<file path="src/rtl/alu_pkg.sv">
// Shared definitions for the execute-stage ALU: funct codes, aluop codes,
// the 4-bit ALU control encoding, the decoded-op payload and the decoder.
package alu_pkg;

  // aluop encodings from the main control unit
  localparam logic [1:0] ALUOP_ADD   = 2'b00;
  localparam logic [1:0] ALUOP_SUB   = 2'b01;
  localparam logic [1:0] ALUOP_FUNCT = 2'b10;
  localparam logic [1:0] ALUOP_OR    = 2'b11;

  // MIPS R-type funct codes
  localparam logic [5:0] F_SLL   = 6'b000000;
  localparam logic [5:0] F_SRL   = 6'b000010;
  localparam logic [5:0] F_SRA   = 6'b000011;
  localparam logic [5:0] F_SLLV  = 6'b000100;
  localparam logic [5:0] F_SRLV  = 6'b000110;
  localparam logic [5:0] F_SRAV  = 6'b000111;
  localparam logic [5:0] F_MFHI  = 6'b010000;
  localparam logic [5:0] F_MFLO  = 6'b010010;
  localparam logic [5:0] F_MULT  = 6'b011000;
  localparam logic [5:0] F_MULTU = 6'b011001;
  localparam logic [5:0] F_DIV   = 6'b011010;
  localparam logic [5:0] F_DIVU  = 6'b011011;
  localparam logic [5:0] F_ADD   = 6'b100000;
  localparam logic [5:0] F_ADDU  = 6'b100001;
  localparam logic [5:0] F_SUB   = 6'b100010;
  localparam logic [5:0] F_SUBU  = 6'b100011;
  localparam logic [5:0] F_AND   = 6'b100100;
  localparam logic [5:0] F_OR    = 6'b100101;
  localparam logic [5:0] F_XOR   = 6'b100110;
  localparam logic [5:0] F_NOR   = 6'b100111;
  localparam logic [5:0] F_SLT   = 6'b101010;
  localparam logic [5:0] F_SLTU  = 6'b101011;

  // Internal 4-bit ALU control
  typedef enum logic [3:0] {
    ALU_ADD  = 4'd0,
    ALU_SUB  = 4'd1,
    ALU_AND  = 4'd2,
    ALU_OR   = 4'd3,
    ALU_XOR  = 4'd4,
    ALU_NOR  = 4'd5,
    ALU_SLT  = 4'd6,
    ALU_SLTU = 4'd7,
    ALU_SLL  = 4'd8,
    ALU_SRL  = 4'd9,
    ALU_SRA  = 4'd10,
    ALU_MFHI = 4'd11,
    ALU_MFLO = 4'd12,
    ALU_MUL  = 4'd13,
    ALU_DIV  = 4'd14,
    ALU_ILL  = 4'd15
  } alu_ctrl_t;

  // Multiply/divide sequencer states
  typedef enum logic [1:0] {
    MD_IDLE  = 2'd0,
    MD_BUSY  = 2'd1,
    MD_FIXUP = 2'd2
  } md_state_t;

  // Decoded operation: control plus qualifiers
  typedef struct packed {
    alu_ctrl_t ctrl;
    logic      ovf_en;  // signed overflow is reported
    logic      var_sh;  // shift amount comes from rs
    logic      sgn;     // signed multiply/divide
  } alu_dec_t;

  // Map aluop/funct to ALU control
  function automatic alu_dec_t alu_decode(input logic [1:0] aluop, input logic [5:0] funct);
    alu_dec_t d;
    d.ctrl   = ALU_ILL;
    d.ovf_en = 1'b0;
    d.var_sh = 1'b0;
    d.sgn    = 1'b0;
    case (aluop)
      ALUOP_ADD: begin d.ctrl = ALU_ADD; d.ovf_en = 1'b1; end
      ALUOP_SUB: begin d.ctrl = ALU_SUB; d.ovf_en = 1'b1; end
      ALUOP_OR:  d.ctrl = ALU_OR;
      default: begin
        case (funct)
          F_ADD:   begin d.ctrl = ALU_ADD; d.ovf_en = 1'b1; end
          F_ADDU:  d.ctrl = ALU_ADD;
          F_SUB:   begin d.ctrl = ALU_SUB; d.ovf_en = 1'b1; end
          F_SUBU:  d.ctrl = ALU_SUB;
          F_AND:   d.ctrl = ALU_AND;
          F_OR:    d.ctrl = ALU_OR;
          F_XOR:   d.ctrl = ALU_XOR;
          F_NOR:   d.ctrl = ALU_NOR;
          F_SLT:   d.ctrl = ALU_SLT;
          F_SLTU:  d.ctrl = ALU_SLTU;
          F_SLL:   d.ctrl = ALU_SLL;
          F_SRL:   d.ctrl = ALU_SRL;
          F_SRA:   d.ctrl = ALU_SRA;
          F_SLLV:  begin d.ctrl = ALU_SLL; d.var_sh = 1'b1; end
          F_SRLV:  begin d.ctrl = ALU_SRL; d.var_sh = 1'b1; end
          F_SRAV:  begin d.ctrl = ALU_SRA; d.var_sh = 1'b1; end
          F_MFHI:  d.ctrl = ALU_MFHI;
          F_MFLO:  d.ctrl = ALU_MFLO;
          F_MULT:  begin d.ctrl = ALU_MUL; d.sgn = 1'b1; end
          F_MULTU: d.ctrl = ALU_MUL;
          F_DIV:   begin d.ctrl = ALU_DIV; d.sgn = 1'b1; end
          F_DIVU:  d.ctrl = ALU_DIV;
          default: d.ctrl = ALU_ILL;
        endcase
      end
    endcase
    return d;
  endfunction

endpackage

</file>
<file path="src/rtl/muldiv_iter.sv">
// Iterative multiply/divide unit owning HI/LO. One operand bit per cycle on
// magnitudes, then a fixup cycle applies signs and commits HI/LO.
module muldiv_iter
  import alu_pkg::*;
#(
  parameter int unsigned WIDTH = 32
) (
  input  logic             clk,
  input  logic             rst_n,
  input  logic             i_start,
  input  logic             i_is_div,
  input  logic             i_signed,
  input  logic [WIDTH-1:0] i_a,
  input  logic [WIDTH-1:0] i_b,
  output logic             o_ready,
  output logic             o_done_c,
  output logic [WIDTH-1:0] o_lo_next_c,
  output logic [WIDTH-1:0] o_hi,
  output logic [WIDTH-1:0] o_lo
);

  localparam int unsigned SHW = $clog2(WIDTH);

  md_state_t        r_state;
  logic [SHW-1:0]   r_cnt;
  logic             r_ready;
  logic             r_is_div;
  logic             r_neg_q;
  logic             r_neg_r;
  logic             r_dz;
  logic [WIDTH-1:0] r_a_orig;
  logic [WIDTH-1:0] r_opd;
  logic [WIDTH-1:0] r_p_hi;
  logic [WIDTH-1:0] r_p_lo;
  logic [WIDTH-1:0] r_hi;
  logic [WIDTH-1:0] r_lo;

  logic [WIDTH-1:0]   w_mag_a;
  logic [WIDTH-1:0]   w_mag_b;
  logic [WIDTH:0]     w_madd;
  logic [WIDTH:0]     w_dshift;
  logic [WIDTH:0]     w_dtrial;
  logic               w_dge;
  logic [WIDTH-1:0]   w_step_hi;
  logic [WIDTH-1:0]   w_step_lo;
  logic [2*WIDTH-1:0] w_prod;
  logic [WIDTH-1:0]   w_fix_hi;
  logic [WIDTH-1:0]   w_fix_lo;

  // Operand magnitudes for signed ops
  always_comb begin
    w_mag_a = (i_signed && i_a[WIDTH-1]) ? (~i_a + WIDTH'(1)) : i_a;
    w_mag_b = (i_signed && i_b[WIDTH-1]) ? (~i_b + WIDTH'(1)) : i_b;
  end

  // One shift-add multiply or restoring divide step
  always_comb begin
    w_madd   = {1'b0, r_p_hi} + (r_p_lo[0] ? {1'b0, r_opd} : '0);
    w_dshift = {r_p_hi, r_p_lo[WIDTH-1]};
    w_dtrial = w_dshift - {1'b0, r_opd};
    w_dge    = (w_dshift >= {1'b0, r_opd});
    if (r_is_div) begin
      w_step_hi = w_dge ? w_dtrial[WIDTH-1:0] : w_dshift[WIDTH-1:0];
      w_step_lo = {r_p_lo[WIDTH-2:0], w_dge};
    end else begin
      w_step_hi = w_madd[WIDTH:1];
      w_step_lo = {w_madd[0], r_p_lo[WIDTH-1:1]};
    end
  end

  // Sign fixup and divide-by-zero override
  always_comb begin
    w_prod = {r_p_hi, r_p_lo};
    if (r_neg_q) w_prod = ~w_prod + (2*WIDTH)'(1);
    if (!r_is_div) begin
      w_fix_hi = w_prod[2*WIDTH-1:WIDTH];
      w_fix_lo = w_prod[WIDTH-1:0];
    end else if (r_dz) begin
      w_fix_hi = r_a_orig;
      w_fix_lo = '1;
    end else begin
      w_fix_hi = r_neg_r ? (~r_p_hi + WIDTH'(1)) : r_p_hi;
      w_fix_lo = r_neg_q ? (~r_p_lo + WIDTH'(1)) : r_p_lo;
    end
  end

  // Sequencer: IDLE -> BUSY (WIDTH steps) -> FIXUP -> IDLE
  always_ff @(posedge clk or negedge rst_n) begin
    if (!rst_n) begin
      r_state  <= MD_IDLE;
      r_cnt    <= '0;
      r_ready  <= 1'b1;
      r_is_div <= 1'b0;
      r_neg_q  <= 1'b0;
      r_neg_r  <= 1'b0;
      r_dz     <= 1'b0;
      r_a_orig <= '0;
      r_opd    <= '0;
      r_p_hi   <= '0;
      r_p_lo   <= '0;
      r_hi     <= '0;
      r_lo     <= '0;
    end else begin
      case (r_state)
        MD_IDLE: begin
          if (i_start) begin
            r_state  <= MD_BUSY;
            r_ready  <= 1'b0;
            r_cnt    <= '0;
            r_is_div <= i_is_div;
            r_neg_q  <= i_signed & (i_a[WIDTH-1] ^ i_b[WIDTH-1]);
            r_neg_r  <= i_signed & i_a[WIDTH-1];
            r_dz     <= i_is_div & (i_b == '0);
            r_a_orig <= i_a;
            r_opd    <= w_mag_b;
            r_p_hi   <= '0;
            r_p_lo   <= w_mag_a;
          end
        end
        MD_BUSY: begin
          r_p_hi <= w_step_hi;
          r_p_lo <= w_step_lo;
          r_cnt  <= r_cnt + SHW'(1);
          if (r_cnt == SHW'(WIDTH - 1)) r_state <= MD_FIXUP;
        end
        MD_FIXUP: begin
          r_hi    <= w_fix_hi;
          r_lo    <= w_fix_lo;
          r_ready <= 1'b1;
          r_state <= MD_IDLE;
        end
        default: r_state <= MD_IDLE;
      endcase
    end
  end

  assign o_ready     = r_ready;
  assign o_done_c    = (r_state == MD_FIXUP);
  assign o_lo_next_c = w_fix_lo;
  assign o_hi        = r_hi;
  assign o_lo        = r_lo;

endmodule

</file>
<file path="src/rtl/alu_exec_unit.sv">
// Registered execute-stage ALU: aluop/funct decode, single-cycle integer ops
// and (with ALU_MULDIV_EN defined) iterative multiply/divide into HI/LO.
module alu_exec_unit
  import alu_pkg::*;
#(
  parameter int unsigned WIDTH = 32
) (
  input  logic             clk,
  input  logic             rst_n,
  input  logic             valid_in,
  output logic             ready_in,
  input  logic [1:0]       aluop,
  input  logic [5:0]       funct,
  input  logic [4:0]       shamt,
  input  logic [WIDTH-1:0] a,
  input  logic [WIDTH-1:0] b,
  output logic             valid_out,
  output logic [WIDTH-1:0] result,
  output logic             zero,
  output logic             overflow,
  output logic             illegal
);

  localparam int unsigned SHW = $clog2(WIDTH);

  alu_dec_t         w_dec;
  logic             w_accept;
  logic             w_is_md;
  logic             w_md_done;
  logic [WIDTH-1:0] w_md_lo_next;
  logic [SHW-1:0]   w_sh;
  logic [WIDTH-1:0] w_sum;
  logic [WIDTH-1:0] w_diff;
  logic [WIDTH-1:0] w_res;
  logic             w_ovf;
  logic             w_ill;

  logic             r_valid_out;
  logic [WIDTH-1:0] r_result;
  logic             r_zero;
  logic             r_overflow;
  logic             r_illegal;

  // Decode; multiply/divide and HI/LO moves are illegal without the datapath
  always_comb begin
    w_dec = alu_decode(aluop, funct);
`ifndef ALU_MULDIV_EN
    if (w_dec.ctrl inside {ALU_MFHI, ALU_MFLO, ALU_MUL, ALU_DIV}) w_dec.ctrl = ALU_ILL;
`endif
  end

  assign w_accept = valid_in && ready_in;
  assign w_sh     = w_dec.var_sh ? a[SHW-1:0] : SHW'(shamt);

`ifdef ALU_MULDIV_EN
  logic [WIDTH-1:0] w_hi;
  logic [WIDTH-1:0] w_lo;

  assign w_is_md = (w_dec.ctrl == ALU_MUL) || (w_dec.ctrl == ALU_DIV);

  muldiv_iter #(.WIDTH(WIDTH)) u_muldiv (
    .clk         (clk),
    .rst_n       (rst_n),
    .i_start     (w_accept && w_is_md),
    .i_is_div    (w_dec.ctrl == ALU_DIV),
    .i_signed    (w_dec.sgn),
    .i_a         (a),
    .i_b         (b),
    .o_ready     (ready_in),
    .o_done_c    (w_md_done),
    .o_lo_next_c (w_md_lo_next),
    .o_hi        (w_hi),
    .o_lo        (w_lo)
  );
`else
  logic w_unused;

  assign w_is_md      = 1'b0;
  assign w_md_done    = 1'b0;
  assign w_md_lo_next = '0;
  assign ready_in     = 1'b1;
  assign w_unused     = w_dec.sgn;
`endif

  // Single-cycle ALU
  always_comb begin
    w_sum  = a + b;
    w_diff = a - b;
    w_res  = '0;
    w_ovf  = 1'b0;
    w_ill  = 1'b0;
    case (w_dec.ctrl)
      ALU_ADD: begin
        w_res = w_sum;
        w_ovf = w_dec.ovf_en & (a[WIDTH-1] == b[WIDTH-1]) & (w_sum[WIDTH-1] != a[WIDTH-1]);
      end
      ALU_SUB: begin
        w_res = w_diff;
        w_ovf = w_dec.ovf_en & (a[WIDTH-1] != b[WIDTH-1]) & (w_diff[WIDTH-1] != a[WIDTH-1]);
      end
      ALU_AND:  w_res = a & b;
      ALU_OR:   w_res = a | b;
      ALU_XOR:  w_res = a ^ b;
      ALU_NOR:  w_res = ~(a | b);
      ALU_SLT:  w_res = WIDTH'($signed(a) < $signed(b));
      ALU_SLTU: w_res = WIDTH'(a < b);
      ALU_SLL:  w_res = b << w_sh;
      ALU_SRL:  w_res = b >> w_sh;
      ALU_SRA:  w_res = $signed(b) >>> w_sh;
`ifdef ALU_MULDIV_EN
      ALU_MFHI: w_res = w_hi;
      ALU_MFLO: w_res = w_lo;
      ALU_MUL:  w_res = '0;
      ALU_DIV:  w_res = '0;
`endif
      default:  w_ill = 1'b1;
    endcase
  end

  // Output registers: muldiv completion or accepted single-cycle op
  always_ff @(posedge clk or negedge rst_n) begin
    if (!rst_n) begin
      r_valid_out <= 1'b0;
      r_result    <= '0;
      r_zero      <= 1'b0;
      r_overflow  <= 1'b0;
      r_illegal   <= 1'b0;
    end else begin
      r_valid_out <= 1'b0;
      if (w_md_done) begin
        r_valid_out <= 1'b1;
        r_result    <= w_md_lo_next;
        r_zero      <= 1'b0;
        r_overflow  <= 1'b0;
        r_illegal   <= 1'b0;
      end else if (w_accept && !w_is_md) begin
        r_valid_out <= 1'b1;
        r_result    <= w_res;
        r_zero      <= (w_res == '0);
        r_overflow  <= w_ovf;
        r_illegal   <= w_ill;
      end
    end
  end

  assign valid_out = r_valid_out;
  assign result    = r_result;
  assign zero      = r_zero;
  assign overflow  = r_overflow;
  assign illegal   = r_illegal;

endmodule
</file>
<file path="config.mk">
export PLATFORM = sky130hd
export DESIGN_NAME = alu_exec_unit
export DESIGN_NICKNAME = d
export VERILOG_FILES = /design/src/rtl/alu_pkg.sv /design/src/rtl/muldiv_iter.sv /design/src/rtl/alu_exec_unit.sv
export SDC_FILE = /design/constraint.sdc
export NUM_CORES = 1
export LEC_CHECK = 0
export CORE_AREA = 2 2 136 138
export DETAILED_ROUTE_END_ITERATION = 6
export DIE_AREA = 0 0 138 140
export DONT_BUFFER_PORTS = 1
export GPL_TIMING_DRIVEN = 1
export PLACE_DENSITY = 0.8
export SYNTH_ARGS = -nofsm -noshare
export SYNTH_HDL_FRONTEND = slang
export SYNTH_SLANG_ARGS = --single-unit
</file>
<file path="constraint.sdc">
create_clock -name clk -period 1.2 [get_ports clk]
set_clock_uncertainty 0.15 [all_clocks]
set_input_delay 0.3 -clock clk [delete_from_list [all_inputs] [get_ports clk]]
set_output_delay 0.3 -clock clk [all_outputs]
set_load 0.05 [all_outputs]
</file>
==> results of run 1 <==
cells in the mapped netlist (8+ instances only):
cell	n	area, um2
nor2b_1	14	87.6
a22oi_1	14	105
o21a_1	9	67.6
o21bai_1	9	67.6
o31ai_1	14	105
o22ai_1	54	338
nor3_1	35	175
dfrtp_1	36	901
xnor2_1	13	114
mux2_2	27	304
o21ai_0	126	631
a221o_1	10	100
nand2_1	119	447
nand2b_1	24	150
or2_2	10	62.6
o311ai_0	9	78.8
a21o_1	17	128
clkbuf_1	101	379
a221oi_1	27	236
nand4_1	13	81.3
buf_2	14	70.1
mux2i_1	98	981
a31oi_1	19	119
a211oi_1	31	233
nand3_1	36	180
a2111oi_0	8	70.1
o2111ai_1	10	87.6
a21oi_1	127	636
ha_1	96	1200
inv_1	110	413
nor2_1	180	676
nor4_1	13	81.3
or3_1	16	100
o211ai_1	30	225
o221ai_1	17	149
buf_1	10	37.5
a32oi_1	10	87.6
kinds of logic after synthesis:
family	share of synthesized area [%]
AO/OA/AOI/OAI	38.4
XOR/XNOR	1.15
adder cells (fa/ha/maj)	10.8
buffers and inverters	8.06
flip-flops	7.86
multiplexers	12.2
other	0.0327
AND/OR/NAND/NOR	21.5
metrics by stage:
step,hold WS (ps),instances,worst slack [ps]
floorplan,-146,1669,-2750
global placement,-145,2373,-3330
detailed placement,-145,2373,-3580
==> impl_metrics.yaml, run 1 <==
status:
  status: "stopped before the end"
  haltStage: "clock tree synthesis"
  error_line: "[ERROR DPL-0038] Utilization greater than 100%, impossible to legalize"
floorplanning:
  die_h_um: 140
  start_util_pct: 64.5
  die_x_um: 138
  ioPinCount: 117
  rows: 49
synth:
  ys_ff_latch: 36
  synth_seq_area_share_pct: 7.86
  synthArstFlopShare_pct: 100
  syn-mean-instance-area_um2: 6.87
  synth-main-ff-cell: "dfrtp_1"
  syn_nets: 1847
  yosys_warnings: 0
  synth_edf_count: 0
  synthDistinctLibCells: 99
  netlist_area_um2: 11500
  syn-instance-count: 1669
placed_design:
  dpl.hpwl_um: 57400
  io_buffers: 0
  gp_congestion: 1.41
  dpl-instance-area_um2: 16600
clock_network:
  max-clock-path-buffers: 2
  ctsResizeCount: 209
  clkSinkCount: 36
  postCtsSetupBuffers: 27
  cts_inserted_buffers: 5
  cts-root-buf: "clkbuf_16"
  h-tree-depth: 2
==> inputs of run 2 (changes only) <==
- CORE_AREA: 2 2 136 138 -> 2 2 173 175
- DIE_AREA: 0 0 138 140 -> 0 0 175 177
- PLACE_DENSITY: 0.8 -> not set
- PLACE_DENSITY_LB_ADDON: not set -> 0.15
==> run 2 against run 1 <==
The flow now finishes, with violations (hold timing, setup timing). Synthesized cell count unchanged. Area after synthesis unchanged.
==> impl_metrics.yaml, run 2 <==
power_and_ir_drop:
  power_density_nw_per_um2: 679
  p_leak_uw: 0.00883
  p_total_uw: 13500
  irDropWorstVdd_uv: 745
clock_network:
  clkSinkCount: 36
  cts_inserted_buffers: 5
  clkLatencyLatePin_ps: 280
  cts-root-buf: "clkbuf_16"
  h-tree-depth: 2
  max-clock-path-buffers: 2
  cts_tree: "done"
  clk_pin_slew_worst_paths_ps: 60
cells_and_area:
  drive_gt1_share_pct: 47.2
  syn_to_final_growth_pct: 73.1
  largest_reg_flops: 32
  final_util_pct: 67.8
  stdcell_area_um2: 19800
  layout_commonest_cell: "buf_4"
  layout_common_cells: "628 x buf_4, 162 x nor2_1, 113 x nand2_1"
  nets: 2464
  instances_no_fill: 2679
  final.fill_count: 2433
setup_path:
  cp-start-kind: "input pin"
  crit_family: "simple AND/OR/NAND/NOR gates"
  cp.required_ps: 1230
  path_buf_inv: 5
  crit_type: "input pin to flop"
  cp_data_arrival_time_ps: 4340
  crit_path_end_kind: "flop"
  timing.rr.end: "result[12]"
  rr_startpoint: "result[12]"
  slowest_delay_ps: 590
  worst_r2r_path_depth: 4
  cp_max_fo: 16
  rrSetupSlack_ps: 90
  crit_slowest_cell: "or4b_4"
  crit_chain: "or4b_4 -> buf_12 -> o31a_1 -> nor2_2 -> buf_12 -> o2111a_1 -> a211oi_4 -> buf_4 -> buf_6 -> buf_6 -> o22ai_2 -> o211ai_1 -> a21oi_2 -> nand2_1 -> nor4_1 -> and4_4 -> nand4_1 -> o41ai_2"
synth:
  synth_edf_count: 0
  netlist_area_um2: 11500
  synth_top_cells_by_count: "180 x nor2_1, 127 x a21oi_1, 126 x o21ai_0"
  synth-main-ff-cell: "dfrtp_1"
  syn-instance-count: 1669
  synthDistinctLibCells: 99
  yosysTopAreaCellShare_pct: 10.5
  synthXorXnorAreaFrac_pct: 1.15
  synth_top_family_by_area: "compound AO/OA/AOI/OAI gates"
  yosys_warnings: 0
  synthArstFlopShare_pct: 100
  yosys.area.top_type: "ha_1"
  synth-compound-area-share_pct: 38.4
  syn_nets: 1847
  syn-mean-instance-area_um2: 6.87
  synth_seq_area_share_pct: 7.86
  synth.area.top_cells: "ha_1 10%, mux2i_1 8.6%, dfrtp_1 7.9%"
  yosysMostFrequentCell: "nor2_1"
  ys_ff_latch: 36
  synth_adder_area_share_pct: 10.8
  synthSimpleGateAreaFrac_pct: 21.5
  synth_mux_area_share_pct: 12.2
sta:
  final_hold_viol_count: 59
  hold_ws_ps: -446
  rsz0062_at_grt: "true"
  max_slew_margin_pct: 52.2
  setup_ws_ps: -3110
  period_needed_ps: 4310
  slew_violations: 0
  period_share_pct: 359
  setup_viol: 71
  max_slew.worst_pin.slew_ps: 708
  fmax_ghz: 0.232
placed_design:
  gp_congestion: 1.18
  dp_cells: 2590
  dpl.hpwl_um: 60500
  io_buffers: 0
  dpl-instance-area_um2: 17300
routing:
  routedWlPerCell_um: 28.3
  firstDrtPassIters: 6
  viasPerCell: 6.62
  ant_nets: 0
  drt_iter0_drc: 2596
  drc: 0
  finalWirelength_um: 75900
  vias: 17700
floorplanning:
  core-area_um2: 29200
  ioPinCount: 117
  die_x_um: 175
  die_area_um2: 31000
  die_h_um: 177
  rows: 63
  start_util_pct: 39.2
global_routing:
  grt.total_usage_pct: 46.4
  antenna_found_initial: 5
  grt_pass1_wl_um: 107000
  grt_pass1_vias: 16700
  grt_overflow: 0
  grt_max_degree: 62
job:
  drv_cap: 0
status:
  status: "complete, but fails checks"
  failed_checks: "hold timing, setup timing"
hold_path:
  hold_class: "input pin to async pin"
run 2: kinds of logic (layout without fill, tap and decap cells):
family | Yosys count | in the layout
AOI/OAI and AO/OA | 641 | 641
and+or+nand+nor | 510 | 510
buffers and inverters | 238 | 856
muxes | 130 | 130
adders and majority gates | 98 | 98
DFF | 36 | 36
xor gates and xnor gates | 15 | 15
other | 1 | 3
run 2: repair_timing:
action                                  4_1_cts  5_1_grt
pin swaps                                    60       65
gates resized for setup                     226      185
endpoints found under the hold margin        65       65
cloned                                        0        0
setup buffers                                39       44
endpoints found under the setup margin       71       71
run 2: cell type report:
type	count	area (um2)	share of cell area (%)
Inverter	110	438	2.21
Clock buffer	5	125	0.631
Multi-Input combinational cell	1395	11500	57.8
Timing Repair Buffer	738	6350	32.0
Antenna cell	2	5.00	0.0252
Tap cell	390	488	2.46
Clock inverter	3	42.5	0.214
Sequential cell	36	913	4.61
run 2: worst max-delay path by stage:
| stage | slack, ps | startpoint | cells past startpoint | to |
|---|---|---|---|---|
| global route | -3160 | funct[4] | 17 | zero |
| CTS | -2870 | funct[4] | 18 | zero |
| floorplan | -2750 | funct[3] | 15 | zero |
| detailed placement | -3940 | a[0] | 19 | zero |
| global placement | -3940 | a[0] | 19 | zero |
| finish | -3110 | funct[4] | 18 | zero |
run 2: metal layers:
metal  GRT usage [%]  part of all wire (%)
met5               0                 0.017
met4            23.2                   6.9
met3            12.6                    13
met2            69.8                    41
met1            60.9                    38
run 2: where the power goes:
| group | total (uW) | internal, uW | switching (uW) | leakage [uW] |
|---|---|---|---|---|
| clock | 1510 | 976 | 532 | 0.0000798 |
| sequential | 1800 | 1410 | 381 | 0.000414 |
| combinational | 10200 | 4890 | 5270 | 0.00834 |
| total | 13500 | 7280 | 6190 | 0.00883 |
run 2: stage by stage:
step / setup TNS (ps) / worst slack, ps / hold slack, ps
after global placement: -90790 / -3940 / -145
after global routing: -82970 / -3160 / -455
after CTS: -77160 / -2870 / -450
final: -80840 / -3110 / -446
after detailed placement: -92020 / -3940 / -145
after floorplan: -69090 / -2750 / -146
Power figures use the tool's default switching activity.
